### src/rtl/imem_loader_if.sv
// Byte-stream input and instruction-memory write bus of imem_loader.
// The loader connects through the slave modport; the stream source and memory side connect through master.
interface imem_loader_if #(
  parameter int ADDR_W = 8
);
  logic [7:0]        in_data;
  logic              in_valid;
  logic              in_ready;
  logic              imem_we;
  logic [ADDR_W-1:0] imem_addr;
  logic [7:0]        imem_wdata;

  modport slave (
    input  in_data,
    input  in_valid,
    output in_ready,
    output imem_we,
    output imem_addr,
    output imem_wdata
  );

  modport master (
    output in_data,
    output in_valid,
    input  in_ready,
    input  imem_we,
    input  imem_addr,
    input  imem_wdata
  );
endinterface

### src/rtl/imem_loader.sv
// Instruction-memory loader: accepts a framed stream (length, instruction bytes, XOR checksum).
// It writes the instruction bytes to memory and enables core_run after a clean load. Define IMEM_LOADER_PAD_EN to NOP-fill the rest of memory.
module imem_loader #(
  parameter int ADDR_W    = 8,
  parameter int DEPTH     = 256,
  parameter int BASE_ADDR = 0
) (
  input  logic         sysclk,
  input  logic         sysrst_n,
  input  logic         start,
  imem_loader_if.slave bus,
  output logic         busy,
  output logic         done,
  output logic         error,
  output logic         core_run,
  output logic [7:0]   loaded_len
);

  localparam logic [2:0] S_IDLE  = 3'd0;
  localparam logic [2:0] S_LEN   = 3'd1;
  localparam logic [2:0] S_LOAD  = 3'd2;
  localparam logic [2:0] S_CHECK = 3'd3;
  localparam logic [2:0] S_DONE  = 3'd4;
  localparam logic [2:0] S_ERROR = 3'd5;
`ifdef IMEM_LOADER_PAD_EN
  localparam logic [2:0]        S_PAD  = 3'd6;
  localparam logic [ADDR_W-1:0] LAST_A = ADDR_W'(DEPTH - 1);
`endif
  localparam logic [31:0] SPACE = 32'(DEPTH - BASE_ADDR);

  logic [2:0]        state_q, state_d;
  logic              in_ready_q, in_ready_d;
  logic              imem_we_q, imem_we_d;
  logic [ADDR_W-1:0] imem_addr_q, imem_addr_d;
  logic [7:0]        imem_wdata_q, imem_wdata_d;
  logic              busy_q, busy_d;
  logic              done_q, done_d;
  logic              error_q, error_d;
  logic              core_run_q, core_run_d;
  logic [7:0]        loaded_len_q, loaded_len_d;
  logic [7:0]        len_q, len_d;
  logic [7:0]        csum_q, csum_d;
  logic [7:0]        cnt_q, cnt_d;
`ifdef IMEM_LOADER_PAD_EN
  logic [ADDR_W-1:0] pad_ptr_q, pad_ptr_d;
`endif
  logic              xfer_s;

  // in_ready mirrors the state, so a transfer is simply valid while ready is up
  assign xfer_s = bus.in_valid & in_ready_q;

  // Next-state and next-output computation for the load sequencer
  always_comb begin
    state_d      = state_q;
    imem_we_d    = 1'b0;
    imem_addr_d  = imem_addr_q;
    imem_wdata_d = imem_wdata_q;
    done_d       = done_q;
    error_d      = error_q;
    core_run_d   = core_run_q;
    loaded_len_d = loaded_len_q;
    len_d        = len_q;
    csum_d       = csum_q;
    cnt_d        = cnt_q;
`ifdef IMEM_LOADER_PAD_EN
    pad_ptr_d    = pad_ptr_q;
`endif
    case (state_q)
      S_IDLE, S_DONE, S_ERROR: begin
        if (start) begin
          state_d    = S_LEN;
          done_d     = 1'b0;
          error_d    = 1'b0;
          core_run_d = 1'b0;
          csum_d     = 8'd0;
          cnt_d      = 8'd0;
        end else begin
          state_d = state_q;
        end
      end
      S_LEN: begin
        if (xfer_s) begin
          len_d        = bus.in_data;
          csum_d       = bus.in_data;
          loaded_len_d = bus.in_data;
          if (32'(bus.in_data) > SPACE) begin
            state_d    = S_ERROR;
            error_d    = 1'b1;
            core_run_d = 1'b0;
          end else if (bus.in_data == 8'd0) begin
            state_d = S_CHECK;
          end else begin
            state_d = S_LOAD;
          end
        end else begin
          state_d = S_LEN;
        end
      end
      S_LOAD: begin
        if (xfer_s) begin
          imem_we_d    = 1'b1;
          imem_addr_d  = ADDR_W'(32'(BASE_ADDR) + 32'(cnt_q));
          imem_wdata_d = bus.in_data;
          csum_d       = csum_q ^ bus.in_data;
          cnt_d        = cnt_q + 8'd1;
          if ((cnt_q + 8'd1) == len_q) begin
            state_d = S_CHECK;
          end else begin
            state_d = S_LOAD;
          end
        end else begin
          state_d = S_LOAD;
        end
      end
      S_CHECK: begin
        if (xfer_s) begin
          if (bus.in_data == csum_q) begin
`ifdef IMEM_LOADER_PAD_EN
            // A frame that fills memory exactly has nothing left to pad
            if ((32'(BASE_ADDR) + 32'(len_q)) == 32'(DEPTH)) begin
              state_d    = S_DONE;
              done_d     = 1'b1;
              core_run_d = 1'b1;
            end else begin
              state_d   = S_PAD;
              pad_ptr_d = ADDR_W'(32'(BASE_ADDR) + 32'(len_q));
            end
`else
            state_d    = S_DONE;
            done_d     = 1'b1;
            core_run_d = 1'b1;
`endif
          end else begin
            state_d    = S_ERROR;
            error_d    = 1'b1;
            core_run_d = 1'b0;
          end
        end else begin
          state_d = S_CHECK;
        end
      end
`ifdef IMEM_LOADER_PAD_EN
      S_PAD: begin
        imem_we_d    = 1'b1;
        imem_addr_d  = pad_ptr_q;
        imem_wdata_d = 8'h00;
        pad_ptr_d    = pad_ptr_q + {{(ADDR_W-1){1'b0}}, 1'b1};
        if (pad_ptr_q == LAST_A) begin
          state_d    = S_DONE;
          done_d     = 1'b1;
          core_run_d = 1'b1;
        end else begin
          state_d = S_PAD;
        end
      end
`endif
      default: begin
        state_d = S_IDLE;
      end
    endcase
    in_ready_d = (state_d == S_LEN) || (state_d == S_LOAD) || (state_d == S_CHECK);
    busy_d     = !((state_d == S_IDLE) || (state_d == S_DONE) || (state_d == S_ERROR));
  end

  // State and output registers
  always_ff @(posedge sysclk or negedge sysrst_n) begin
    if (!sysrst_n) begin
      state_q      <= S_IDLE;
      in_ready_q   <= 1'b0;
      imem_we_q    <= 1'b0;
      imem_addr_q  <= '0;
      imem_wdata_q <= 8'd0;
      busy_q       <= 1'b0;
      done_q       <= 1'b0;
      error_q      <= 1'b0;
      core_run_q   <= 1'b0;
      loaded_len_q <= 8'd0;
      len_q        <= 8'd0;
      csum_q       <= 8'd0;
      cnt_q        <= 8'd0;
`ifdef IMEM_LOADER_PAD_EN
      pad_ptr_q    <= '0;
`endif
    end else begin
      state_q      <= state_d;
      in_ready_q   <= in_ready_d;
      imem_we_q    <= imem_we_d;
      imem_addr_q  <= imem_addr_d;
      imem_wdata_q <= imem_wdata_d;
      busy_q       <= busy_d;
      done_q       <= done_d;
      error_q      <= error_d;
      core_run_q   <= core_run_d;
      loaded_len_q <= loaded_len_d;
      len_q        <= len_d;
      csum_q       <= csum_d;
      cnt_q        <= cnt_d;
`ifdef IMEM_LOADER_PAD_EN
      pad_ptr_q    <= pad_ptr_d;
`endif
    end
  end

  assign bus.in_ready   = in_ready_q;
  assign bus.imem_we    = imem_we_q;
  assign bus.imem_addr  = imem_addr_q;
  assign bus.imem_wdata = imem_wdata_q;
  assign busy           = busy_q;
  assign done           = done_q;
  assign error          = error_q;
  assign core_run       = core_run_q;
  assign loaded_len     = loaded_len_q;

endmodule

### src/flat_wrapper.sv
// flat-port wrapper written by rule: the top's interface ports become plain ports
module imem_loader_flat 
#(
  parameter int ADDR_W    = 8,
  parameter int DEPTH     = 256,
  parameter int BASE_ADDR = 0
)
  (sysclk, sysrst_n, start, busy, done, error, core_run, loaded_len, bus_in_data, bus_in_valid, bus_in_ready, bus_imem_we, bus_imem_addr, bus_imem_wdata);
  imem_loader_if #(.ADDR_W(ADDR_W)) bus_i ();
  input  logic sysclk;
  input  logic sysrst_n;
  input  logic start;
  output logic busy;
  output logic done;
  output logic error;
  output logic core_run;
  output logic [7:0] loaded_len;
  input wire logic [$bits(bus_i.in_data)-1:0] bus_in_data;
  input wire logic [$bits(bus_i.in_valid)-1:0] bus_in_valid;
  output wire logic [$bits(bus_i.in_ready)-1:0] bus_in_ready;
  output wire logic [$bits(bus_i.imem_we)-1:0] bus_imem_we;
  output wire logic [$bits(bus_i.imem_addr)-1:0] bus_imem_addr;
  output wire logic [$bits(bus_i.imem_wdata)-1:0] bus_imem_wdata;
  assign bus_i.in_data = bus_in_data;
  assign bus_i.in_valid = bus_in_valid;
  assign bus_in_ready = bus_i.in_ready;
  assign bus_imem_we = bus_i.imem_we;
  assign bus_imem_addr = bus_i.imem_addr;
  assign bus_imem_wdata = bus_i.imem_wdata;
  imem_loader #(.ADDR_W(ADDR_W), .DEPTH(DEPTH), .BASE_ADDR(BASE_ADDR)) u_core (.sysclk(sysclk), .sysrst_n(sysrst_n), .start(start), .bus(bus_i), .busy(busy), .done(done), .error(error), .core_run(core_run), .loaded_len(loaded_len));
endmodule
### config.mk
export PLATFORM = sky130hd
export DESIGN_NAME = imem_loader_flat
export DESIGN_NICKNAME = d
export VERILOG_FILES = /design/src/rtl/imem_loader_if.sv /design/src/rtl/imem_loader.sv /design/src/flat_wrapper.sv
export SDC_FILE = /design/constraint.sdc
export NUM_CORES = 1
export LEC_CHECK = 0
export CAP_MARGIN = 10
export CORE_MARGIN = 1.5
export CORE_UTILIZATION = 39
export CTS_CLUSTER_DIAMETER = 60
export DETAILED_ROUTE_END_ITERATION = 10
export PLACE_DENSITY = 0.58
export SYNTH_ARGS = -nofsm -noshare
export SYNTH_HDL_FRONTEND = slang
export SYNTH_SLANG_ARGS = --single-unit
### constraint.sdc
create_clock -name sysclk -period 2.6 [get_ports sysclk]
set_input_delay 0.52 -clock sysclk [delete_from_list [all_inputs] [get_ports sysclk]]
set_output_delay 0.52 -clock sysclk [all_outputs]
set_load 0.01 [all_outputs]
==> metrics.csv <==
stage,metric,value,unit
critical_path,Critical Path Sink Type,register,
sta,unrepaired setup endpoints after global routing,no,
final_layout,layout cells sized above 1,12.2,%
logic_synthesis,register area share after synthesis,50.4,%
final_layout,ant diodes,0,
logic_synthesis,Mapped Cells,250,
global_routing,Total Routing Usage GR,18.5,%
logic_synthesis,Syn Nets,263,
sta,Fmax,474,MHz
global_routing,first-pass GRT wire length,9300,um
floorplanning,die width,82.0,um
floorplanning,Starting Density,40.8,%
routing,DR iter-0 viols,159,
cts,Inserted Clock Buffers,5,
sta,final setup violation count,0,
global_routing,largest net degree at the start of global routing,35,
critical_path,"Arr. time, crit path",2300,ps
cts,CTS resizes,0,
routing,WL per Instance,15.4,um
sta,slew margin rel.,53.6,%
logic_synthesis,Syn Area/Cell,9.72,um2
routing,# DRC,0,
routing,Routed WL,5700,um
global_routing,gr ovfl total,0,
logic_synthesis,mapped cell area,2430,um2
critical_path,critical path class,primary input to register,
routing,Via Count,1981,
sta,Final Skew,12.0,ps
cts,CTS tree,done,
cts,CTS Sinks,49,
final_layout,area grow syn2layout,24.8,%
power_and_ir_drop,Max IR drop VDD,0.403,mV
global_routing,initial antenna violation count,0,
floorplanning,core area,5960,um2
floorplanning,Cell Rows,28,
place,DPL Wire Length,4030,um
sta,setup TNS,0,ps
cts,Worst-Skew Late Latency,300,ps
cts,clk buf depth,2,
floorplanning,I/O pins,42,
run,maxcap violations,0,
final_layout,Nets,308,
place,port bufs,41,
sta,fin crit share,81.2,%
critical_path,worst path required time,2790,ps
routing,DRT Pass-1 Iters,4,
sta,fin. max-slew vios,0,
hold_path,worst min path class,primary input to asynchronous set/reset pin,
cts,H-tree depth,2,
sta,Hold Fails Final Rpt,0,
sta,worst-margin pin slew,696,ps
logic_synthesis,"EDFF count, synth",0,
critical_path,type of origin of the critical path,primary input,
global_routing,GR Util met2,27.8,%
power_and_ir_drop,Cell Pwr Density,1000,nW/um2
logic_synthesis,"FF+latch count, synth",49,
logic_synthesis,Yosys cell types,44,
logic_synthesis,"Async S/R FF share, synth",100,%
final_layout,Filler cells,588,
critical_path,worst-path fanout max,10,
logic_synthesis,YS warnings,0,
cts,Root Buffer Master,clkbuf_8,
floorplanning,die area,6720,um2
routing,antenna-violating nets left,0,
cts,"Setup Fix Bufs, Post-CTS",0,
routing,routed vias/inst,5.34,
global_routing,Global Route met3 Usage,3.33,%
final_layout,Layout Utilization,50.9,%
global_routing,M1 GR Usage,27.0,%
place,"Cell Area, Placed",2950,um2
final_layout,fin area,3030,um2
cts,cts hold-fix bufs,0,
sta,fin crit period,2110,ps
place,gpl congestion,0.823,
global_routing,GRT busiest layer,met2,
status,outcome,"complete, no violations",
logic_synthesis,Main synth FF type,dfrtp_1,
cts,register clock-pin slew on the reported worst setup and hold paths,100,ps
floorplanning,DIE HEIGHT,82.0,um
power_and_ir_drop,Leakage,1.37,nW
global_routing,number of global-route vias before repair,1758,
[state kept, by name, indices dropped and copies added, names as in the netlist]
name and count:
u_core.loaded_len 8, u_core.done 1, u_core.error 1, u_core.busy 1
u_core.bus.imem_wdata 8, u_core.cnt_q 8, u_core.csum_q 8, u_core.bus.in_ready 1
u_core.bus.imem_addr 8, u_core.bus.imem_we 1, u_core.core_run 1, u_core.state_q 3
[metrics by stage]
stage                     hold slack (ps)  setup slack [ps]  instances  total power, W
after global placement                457               205        363         0.00260
after detailed placement              461               176        363         0.00261
after floorplan                       224               901        250         0.00208
after CTS                             254               494        371         0.00308
final                                 234               489        371         0.00305
after global routing                  279               387        371         0.00326
[placed cells by master (no fill, tap or decap), types with 2 or more instances in the layout]
cell,synthesis,layout
nand2_1,61,61
dfrtp_1,49,49
clkdlybuf4s50_1,0,40
o21ai_0,12,12
nor2_1,12,12
xor2_1,11,11
buf_4,2,11
xnor2_1,9,9
o22ai_1,9,9
o2bb2ai_1,8,8
a22o_1,8,8
nand3_1,7,7
mux2_2,7,7
clkbuf_8,0,5
nand2b_1,3,3
clkinv_2,1,3
nor4_1,3,3
o31ai_1,3,3
a21o_1,3,3
or2_2,2,2
inv_1,2,2
nand4_1,2,2
a21oi_1,2,2
and2_1,2,2
[routing by layer]
metal / share of wire, % / wire, um
met5: 0 / 0
met4: 0.72 / 41
met3: 4.1 / 234
met2: 45 / 2590
met1: 50 / 2830
[cell families (layout without fill, tap and decap cells)]
family | Yosys count | in the layout | synth area share (%)
AOI/OAI and AO/OA | 55 | 55 | 16.5
xor gates and xnor gates | 20 | 20 | 7.21
adders and majority gates | 1 | 1 | 0.515
buffers and inverters | 17 | 63 | 3.24
DFF | 49 | 49 | 50.4
muxes | 7 | 7 | 3.24
and+or+nand+nor | 101 | 101 | 18.9
[layout make-up]
type | count | area [um2] | share of cell area [%]
Clock buffer | 5 | 68.8 | 2.27
Tap cell | 75 | 93.8 | 3.09
Inverter | 3 | 12.5 | 0.413
Multi-Input combinational cell | 184 | 1130 | 37.1
Clock inverter | 3 | 17.5 | 0.578
Timing Repair Buffer | 52 | 488 | 16.1
Sequential cell | 49 | 1230 | 40.4
[final timing paths]
check / from / endpoint / slack, ps / cells past startpoint
max in group asynchronous: sysrst_n / u_core.csum_q[2] / 1740 / 2
hold / removal: sysrst_n / u_core.error / 230 / 1
min in group sysclk: u_core.bus.imem_addr[0] / u_core.bus.imem_addr[0] / 480 / 2
setup / recovery: bus_in_valid / u_core.loaded_len[3] / 490 / 5
hold reg to reg: u_core.bus.imem_addr[0] / u_core.bus.imem_addr[0] / 480 / 2
setup reg to reg: u_core.state_q[2] / u_core.loaded_len[3] / 650 / 4
[cell usage after synthesis (2+ instances only)]
cell	count	share of area, %
dfrtp_1	49	50
inv_1	2	0.31
nand4_1	2	0.51
nand2b_1	3	0.77
clkbuf_1	7	1.1
or2_2	2	0.51
nor2_1	12	1.9
buf_4	2	0.62
nor4_1	3	0.77
xor2_1	11	4.0
a21oi_1	2	0.41
o21ai_0	12	2.5
xnor2_1	9	3.2
o31ai_1	3	0.93
a22o_1	8	2.9
nand2_1	61	9.4
mux2_2	7	3.2
buf_2	5	1.0
a21o_1	3	0.93
nand3_1	7	1.4
o2bb2ai_1	8	2.9
o22ai_1	9	2.3
and2_1	2	0.51
[power breakdown]
part	internal [W]	total, W	switching (W)
logic	0.000717	0.00132	0.000605
clock network	0.000186	0.000452	0.000266
registers	0.00100	0.00127	0.000272
total	0.00190	0.00305	0.00114
[critical path: stages]
cell	delay [ps]
clkdlybuf4s50_1	470
and3b_1	340
nand2_2	220
nor2_2	360
mux2_2	380
Note: power is estimated with default switching activity, not from simulation.
